**config.mk**
```make
export PLATFORM = sky130hd
export DESIGN_NAME = bht_predictor
export DESIGN_NICKNAME = d
export VERILOG_FILES = /design/src/rtl/bp_pkg.sv /design/src/rtl/sat_counter.sv /design/src/rtl/bht_predictor.sv
export SDC_FILE = /design/constraint.sdc
export NUM_CORES = 1
export LEC_CHECK = 0
export ABC_CLOCK_PERIOD_IN_PS = 2900
export BUFFER_PORTS_ARGS = -buffer_cell sky130_fd_sc_hd__clkbuf_2
export CORE_MARGIN = 10
export CORE_UTILIZATION = 25
export DETAILED_ROUTE_END_ITERATION = 7
export PLACE_DENSITY = 0.41
export SKIP_CTS_REPAIR_TIMING = 1
export SYNTH_ARGS = -nofsm -noshare
export SYNTH_HDL_FRONTEND = slang
export SYNTH_SLANG_ARGS = --single-unit
```
**constraint.sdc**
```tcl
create_clock -name clk -period 2.9 [get_ports clk]
set_clock_uncertainty 0.05 [all_clocks]
set_input_delay 0.87 -clock clk [delete_from_list [all_inputs] [get_ports clk]]
set_output_delay 0.87 -clock clk [all_outputs]
set_load 0.1 [all_outputs]
```
**src/rtl/bp_pkg.sv**
```systemverilog
// rtl/bp_pkg.sv - shared types and the 2-bit saturating transition for the branch predictor
package bp_pkg;

    // 2-bit prediction counter; the MSB is the taken prediction.
    typedef enum logic [1:0] {
        SNT = 2'b00,
        WNT = 2'b01,
        WT  = 2'b10,
        ST  = 2'b11
    } bht_state_t;

    localparam bht_state_t BHT_RESET_STATE = WNT;

    function automatic bht_state_t next_state(bht_state_t s, logic taken);
        bht_state_t n;
        n = s;
        if (taken) begin
            if (s != ST) n = bht_state_t'(s + 2'd1);
        end else begin
            if (s != SNT) n = bht_state_t'(s - 2'd1);
        end
        return n;
    endfunction

endpackage

```
**src/rtl/sat_counter.sv**
```systemverilog
// rtl/sat_counter.sv - W-bit event counter that sticks at all-ones
//   clk_i    rising-edge clock
//   clear_i  synchronous clear (has priority over inc_i)
//   inc_i    count one event
//   count_o  current count
module sat_counter #(
    parameter int W = 16
) (
    input  logic         clk_i,
    input  logic         clear_i,
    input  logic         inc_i,
    output logic [W-1:0] count_o
);

    logic [W-1:0] count_q;
    logic [W-1:0] count_d;

    always_comb begin
        count_d = count_q;
        if (clear_i) begin
            count_d = '0;
        end else if (inc_i && (count_q != {W{1'b1}})) begin
            count_d = count_q + {{(W-1){1'b0}}, 1'b1};
        end
    end

    always_ff @(posedge clk_i) begin
        count_q <= count_d;
    end

    assign count_o = count_q;

endmodule

```
**src/rtl/bht_predictor.sv**
```systemverilog
// rtl/bht_predictor.sv - branch history table: fetch prediction, decode resolution, training, stats
//   clk, reset                 clock and synchronous active-high reset
//   f_pc / f_pred_taken        fetch PC and its combinational prediction
//   d_valid, d_stall           decode holds a branch / decode stalled
//   d_is_bne, d_eq, d_pc       branch kind, comparator result, branch PC
//   d_pred_taken               prediction carried from fetch
//   d_taken, mispredict        actual outcome and redirect request
//   br_count, mp_count         saturating branch / mispredict statistics
module bht_predictor
    import bp_pkg::*;
#(
    parameter int WIDTH     = 32,
    parameter int ENTRIES   = 16,
    parameter int INDEX_LSB = 2,
    parameter int CNT_W     = 16
) (
    input  logic             clk,
    input  logic             reset,
    input  logic [WIDTH-1:0] f_pc,
    output logic             f_pred_taken,
    input  logic             d_valid,
    input  logic             d_stall,
    input  logic             d_is_bne,
    input  logic             d_eq,
    input  logic [WIDTH-1:0] d_pc,
    input  logic             d_pred_taken,
    output logic             d_taken,
    output logic             mispredict,
    output logic [CNT_W-1:0] br_count,
    output logic [CNT_W-1:0] mp_count
);

    localparam int IDX_W = $clog2(ENTRIES);

    bht_state_t table_q [ENTRIES];
    bht_state_t table_d [ENTRIES];

    logic [IDX_W-1:0] f_idx;
    logic [IDX_W-1:0] d_idx;
    bht_state_t       f_state;
    logic             resolve;

    // Only the index field of each PC matters; the rest is dropped on purpose
    // (aliasing between branches sharing an index is accepted).
    logic unused_pc_bits;
    assign unused_pc_bits = ^{f_pc, d_pc};

    assign f_idx = f_pc[INDEX_LSB +: IDX_W];
    assign d_idx = d_pc[INDEX_LSB +: IDX_W];

    // Read straight from the registered table: a same-cycle update to this
    // entry is not bypassed, it shows up one cycle later.
    assign f_state      = table_q[f_idx];
    assign f_pred_taken = f_state[1];

    assign resolve    = d_valid & ~d_stall;
    assign d_taken    = d_valid & (d_eq ^ d_is_bne);
    assign mispredict = resolve & (d_taken != d_pred_taken);

    always_comb begin
        for (int i = 0; i < ENTRIES; i++) begin
            table_d[i] = table_q[i];
        end
        if (resolve) begin
            table_d[d_idx] = next_state(table_q[d_idx], d_taken);
        end
    end

    always_ff @(posedge clk) begin
        for (int i = 0; i < ENTRIES; i++) begin
            if (reset) table_q[i] <= BHT_RESET_STATE;
            else       table_q[i] <= table_d[i];
        end
    end

    sat_counter #(.W(CNT_W)) u_br_cnt (
        .clk_i   (clk),
        .clear_i (reset),
        .inc_i   (resolve),
        .count_o (br_count)
    );

    sat_counter #(.W(CNT_W)) u_mp_cnt (
        .clk_i   (clk),
        .clear_i (reset),
        .inc_i   (mispredict),
        .count_o (mp_count)
    );

endmodule

```
==> impl_results.md, run 1 <==
* Ports at 106
* Overall power at 2.51 mW
* Sw Pwr at 0.538 mW
* Fin. max-slew vios at 0
* Vias per cell at 4.89
* Gpl congestion at 0.821
* Drc violations at 0
* Clock Tree Buf Depth at 2
* GRT Total Usage at 0.111
* Later-pin clock latency in the skew report at 0.33 ns
* Crit Path Class: primary input to primary output
* Final non-filler cell area at 4450 um2
* Mean Syn Cell Area at 9.29 um2
* Core area at 13,400 um2
* P_int at 1.97 mW
* Port bufs at 49
* Run status: finished, violations left
* Root Buffer: clkbuf_16
* Starting DRT DRC Count at 185
* Post-layout nets at 510
* Async set-or-reset flop fraction in the synthesized netlist at 0
* Clock Sinks at 64
* Slew margin rel. at 0.561
* Max-cap violations at 0
* CTS tree: built
* DRT Pass-1 Iters at 4
* Grt total ovfl at 0
* CP top delay family: multiplexers
* Clock transition at path regs at 0.05 ns
* RSZ-0062 raised after global routing: true
* Worst Hold Class: flip-flop to flip-flop
* Row cnt at 42
* Top post-synthesis cells by count: dfxtp_1, nor2_1, xor2_1
* H-tree depth at 3
* Combinational share of power at 0.083
* CP bufs+invs at 2
* Wire length per cell at 16.2 um
* Final worst path period need at 3.06 ns
* Synth top area share at 0.370
* First-pass GRT wire length at 16,500 um
* Initial antenna violation count at 0
* Cts bufs inserted at 9
* F_max at 327 MHz
* Final hold slack at 0.442 ns
* Max IR drop VDD at 0.000260 V
* Synth unique cells at 50
* Yosys warning count at 0
* Die area at 19,000 um2
* Req. time, crit path at 1.98 ns
* Switching part of the total at 0.214
* Clock power frac at 0.561
* Top cells by area, synth: dfxtp_1, mux4_2, xor2_1, nor2_1, mux2i_1
* Antenna diodes at 0
* PwrDens at 564 nW/um2
* Final period util at 1.05
* Cells after synthesis at 373
* Area delta synth->final at 28.6%
* Top-count cell post-synth: dfxtp_1
* Static leakage at 1.67 nW
* Number of global-route vias before repair at 3,058
* Final hold viol count at 0
* Crit path cell chain: buf_12 > mux4_2 > mux4_2 > buf_12
* Crit-path slowest cell: mux4_2
* Fillers at 1,414
* Yosys top cell by area: dfxtp_1
* Seq/Total Area, Yosys at 0.370
* DP Wirelength at 7620 um
* Crit path capture type: primary output
* Top routing layer in use: met4
* Via count at 3,023
* Worst setup SP type: primary input
* Die Ht at 138 um
* Reg power frac at 0.356
* Failing checks: negative setup slack
* Mapped cell area at 3460 um2
* Layout cells sized above 1 at 0.249
* Initial Utilization at 0.258
* Worst EP arrival at 2.14 ns
* Seq cells post-synth at 64
* DRT met1 WL at 4730 um
* Dpl cell area at 4050 um2
* Met3 Wirelength at 463 um
* Largest net degree at the start of global routing at 36
* Syn_nets at 446
* Final WL at 10,000 um
* Max FO, Critical Path at 4
* Setup Viol. Count Final at 1
* Top_reg_cell synth: dfxtp_1
* Met2 wire len at 4690 um
* Crit-path max cell delay at 0.50 ns
* Number of flops mapped to enable cells by yosys at 0
* Routed Antenna Nets at 0
* Worst slew pin tran at 0.654 ns
* Post-route setup slack at -0.158 ns
* Overall die width at 138 um
==> layer usage <==
layer	vias up	GRT usage
met4	0	0.0371
met1	1466	0.141
met2	41	0.173
li1	1505	-
met3	11	0.0382
met5	-	0
==> state kept, by name (all words and copies together) (netlist names) <==
signal,flops
table_q,32
u_br_cnt.count_o,16
u_mp_cnt.count_o,16
==> area by class of cell <==
class	instances	area, um2	share of cell area
clock buffers	10	229	0.0514
clock inverters	6	155	0.0348
inverters	8	30.0	0.00674
multi-input cells	283	2070	0.464
flip-flops and latches	64	1280	0.288
well taps	176	220	0.0495
repair buffers	71	470	0.106
==> stage by stage <==
stage / cells / TNS (ns) / setup slack (ns) / util
floorplan: 373 / -0.101 / -0.101 / -
global placement: 602 / -3.41 / -0.290 / 0.303
CTS: 618 / -0.290 / -0.290 / 0.331
detailed placement: 602 / -3.16 / -0.288 / 0.303
global route: 618 / -0.192 / -0.192 / 0.332
finish: 618 / -0.158 / -0.158 / 0.332
==> path summary, 6_finish.rpt <==
kind / startpoint / end / slack (ns) / cells past startpoint
hold reg to reg: table_q[1][1]$_SDFFE_PP0P_ / table_q[1][1]$_SDFFE_PP0P_ / 0.44 / 2
setup / recovery: f_pc[2] / f_pred_taken / -0.16 / 4
setup reg to reg: u_mp_cnt.count_o[6]$_SDFFE_PP0P_ / u_mp_cnt.count_o[13]$_SDFFE_PP0P_ / 0.70 / 5
hold / removal: table_q[1][1]$_SDFFE_PP0P_ / table_q[1][1]$_SDFFE_PP0P_ / 0.44 / 2
==> placed cells by master (no fill, tap or decap), types with 6 or more instances in the layout <==
cell type,netlist,layout
mux4_2,14,14
clkbuf_2,0,45
and3_1,7,7
xor2_1,24,24
nand2b_1,10,10
nand4_1,8,8
mux2i_1,17,17
clkbuf_16,0,9
nor3_1,21,21
nor2_1,48,47
nand3_1,10,10
nand2_1,19,19
inv_1,7,7
nor2b_1,6,6
dfxtp_1,64,64
buf_4,2,22
a21oi_1,21,21
==> cells by family (layout without fill, tap and decap cells) <==
group           count (synthesis)  after routing  share of synthesized area
simple gates                  159            159                      0.238
flops                          64             64                      0.370
fa+ha+maj                       2              2                    0.00722
buf+inv                        26             95                     0.0354
mux                            37             37                      0.160
compound gates                 59             59                      0.120
xor+xnor                       26             26                     0.0697
==> power by group through the flow <==
stage | clock network, mW | registers [mW] | logic (mW)
2_1_floorplan | 0 | 0.935 | 0.116
3_3_place_gp | 0 | 0.913 | 0.207
3_5_place_dp | 0 | 0.913 | 0.209
4_1_cts | 1.45 | 0.894 | 0.210
5_1_grt | 1.49 | 0.895 | 0.227
6_report | 1.41 | 0.894 | 0.209
==> tightest hold or removal path: cells and delay by family (launching register included) <==
kind	cells	cell delay (ns)
compound gates	1	0.06
flops	1	0.32
simple gates	1	0.08
(Power assumes the default switching activity.)
==> run 2, diff against run 1 <==
Settings changed: RECOVER_POWER set to 25.
==> run 2 against run 1 <==
The run still ends with negative setup slack left. Total power fell by 0.20%. Worst setup slack barely moved. Final cell count did not move. Critical path depth did not move. Worst hold slack got worse by 0.0017 ns. Combinational power barely moved. Sequential share of layout area rose by 0.18 points. Wire length barely moved. Core utilization fell by 0.21 points. Design area fell by 0.62%.
==> impl_results.md, run 2 (synthesis results as in run 1) <==
* Largest Register: table_q
* Fin Setup TNS at -0.158 ns
* Grt total ovfl at 0
* Later-pin clock latency in the skew report at 0.33 ns
* Gpl congestion at 0.821
* Max-cap violations at 0
* Drc violations at 0
* Slew margin rel. at 0.220
* Commonest non-fill, non-tap cell in the layout: dfxtp_1
* Final hold viol count at 0
* Layout cells sized above 1 at 0.224
* P_int at 1.97 mW
* DP Wirelength at 7620 um
* Max FO, Critical Path at 4
* Initial antenna violation count at 0
* Cts bufs inserted at 9
* PwrDens at 566 nW/um2
* Setup Viol. Count Final at 1
* Inst Count DP at 602
* F_max at 327 MHz
* Clock Sinks at 64
* Number of global-route vias before repair at 3,058
* Row cnt at 42
* Register area at 1280 um2
* Run status: finished, violations left
* Layout Cells excl Fill at 618
* Static leakage at 1.63 nW
* Clock Tree Buf Depth at 2
* Fillers at 1,418
* H-tree depth at 3
* Sw Pwr at 0.535 mW
* Final WL at 10,000 um
* Crit Path Class: primary input to primary output
* Overall power at 2.51 mW
* Fin. max-slew vios at 0
* Failing checks: negative setup slack
* Clock transition at path regs at 0.05 ns
* Core area at 13,400 um2
* Area of the multi-input gates at 2060 um2
* Worst EP arrival at 2.14 ns
* Highest-count cells in the layout ignoring fill and taps: dfxtp_1, nor2_1, clkbuf_2, xor2_1
* Wire length per cell at 16.2 um
* Ports at 106
* Antenna diodes at 0
* Area delta synth->final at 27.8%
* Worst Hold Class: flip-flop to flip-flop
* Final period util at 1.05
* Overall die width at 138 um
* Starting DRT DRC Count at 187
* Vias per cell at 4.93
* Final non-filler cell area at 4430 um2
* Routed Antenna Nets at 0
* Post-route setup slack at -0.158 ns
* Combinational share of power at 0.082
* Dpl cell area at 4050 um2
* Largest net degree at the start of global routing at 36
* Max IR drop VDD at 0.000260 V
* CTS tree: built
* Die Ht at 138 um
* Die area at 19,000 um2
* Initial Utilization at 0.258
* First-pass GRT wire length at 16,500 um
* GRT Total Usage at 0.111
* Worst setup SP type: primary input
* Switching part of the total at 0.214
* DP Worst Slack at -0.288 ns
* Worst slew pin tran at 1.18 ns
* RSZ-0062 raised after global routing: true
* Final core occ at 0.330
* Final hold slack at 0.441 ns
* Clock power frac at 0.561
* Via count at 3,045
* Crit path capture type: primary output
* Port bufs at 49
* Req. time, crit path at 1.98 ns
* Post-layout nets at 510
* Final worst path period need at 3.06 ns
* DRT Pass-1 Iters at 4
* Root Buffer: clkbuf_16
* Flip-flop count of the largest register after layout at 32
* Reg power frac at 0.357
run 2: cell count changes in the layout (fill, tap and decap cells not counted), sizes merged:
| cell | previous run | this run |
|---|---|---|
| clkbuf | 55 | 57 |
| buf | 26 | 24 |
run 2: per-layer routing:
metal / vias up / global-route usage / part of all wire
li1: 1507 / - / -
met1: 1474 / 0.141 / 0.47
met2: 53 / 0.173 / 0.46
met3: 11 / 0.0382 / 0.049
met4: 0 / 0.0371 / 0.014
met5: - / 0 / 0
run 2: cell type report:
| type | count | area share |
|---|---|---|
| clock buffers | 10 | 0.0517 |
| clock inverters | 6 | 0.0351 |
| inverters | 8 | 0.00679 |
| multi-input cells | 283 | 0.465 |
| flip-flops and latches | 64 | 0.290 |
| well taps | 176 | 0.0498 |
| repair buffers | 71 | 0.103 |
run 2: final timing paths:
check	startpoint	end	slack, ns	cells after the start
max reg2reg	u_mp_cnt.count_o[6]$_SDFFE_PP0P_	u_mp_cnt.count_o[13]$_SDFFE_PP0P_	0.31	5
max	f_pc[2]	f_pred_taken	-0.16	4
min reg2reg	table_q[12][1]$_SDFFE_PP0P_	table_q[12][1]$_SDFFE_PP0P_	0.44	2
min	table_q[12][1]$_SDFFE_PP0P_	table_q[12][1]$_SDFFE_PP0P_	0.44	2
run 2: worst max-delay path, cell delays in order:
cell and delay, ns:
buf_12 0.09, mux4_2 0.49, mux4_2 0.50, buf_12 0.19
run 2: power groups by stage:
stage                     logic [mW]  registers (mW)  clock network (mW)
final                          0.206           0.894                1.41
after global routing           0.223           0.895                1.49
after CTS                      0.210           0.894                1.45
after detailed placement       0.209           0.913                   0
after global placement         0.207           0.913                   0
after floorplan                0.116           0.935                   0
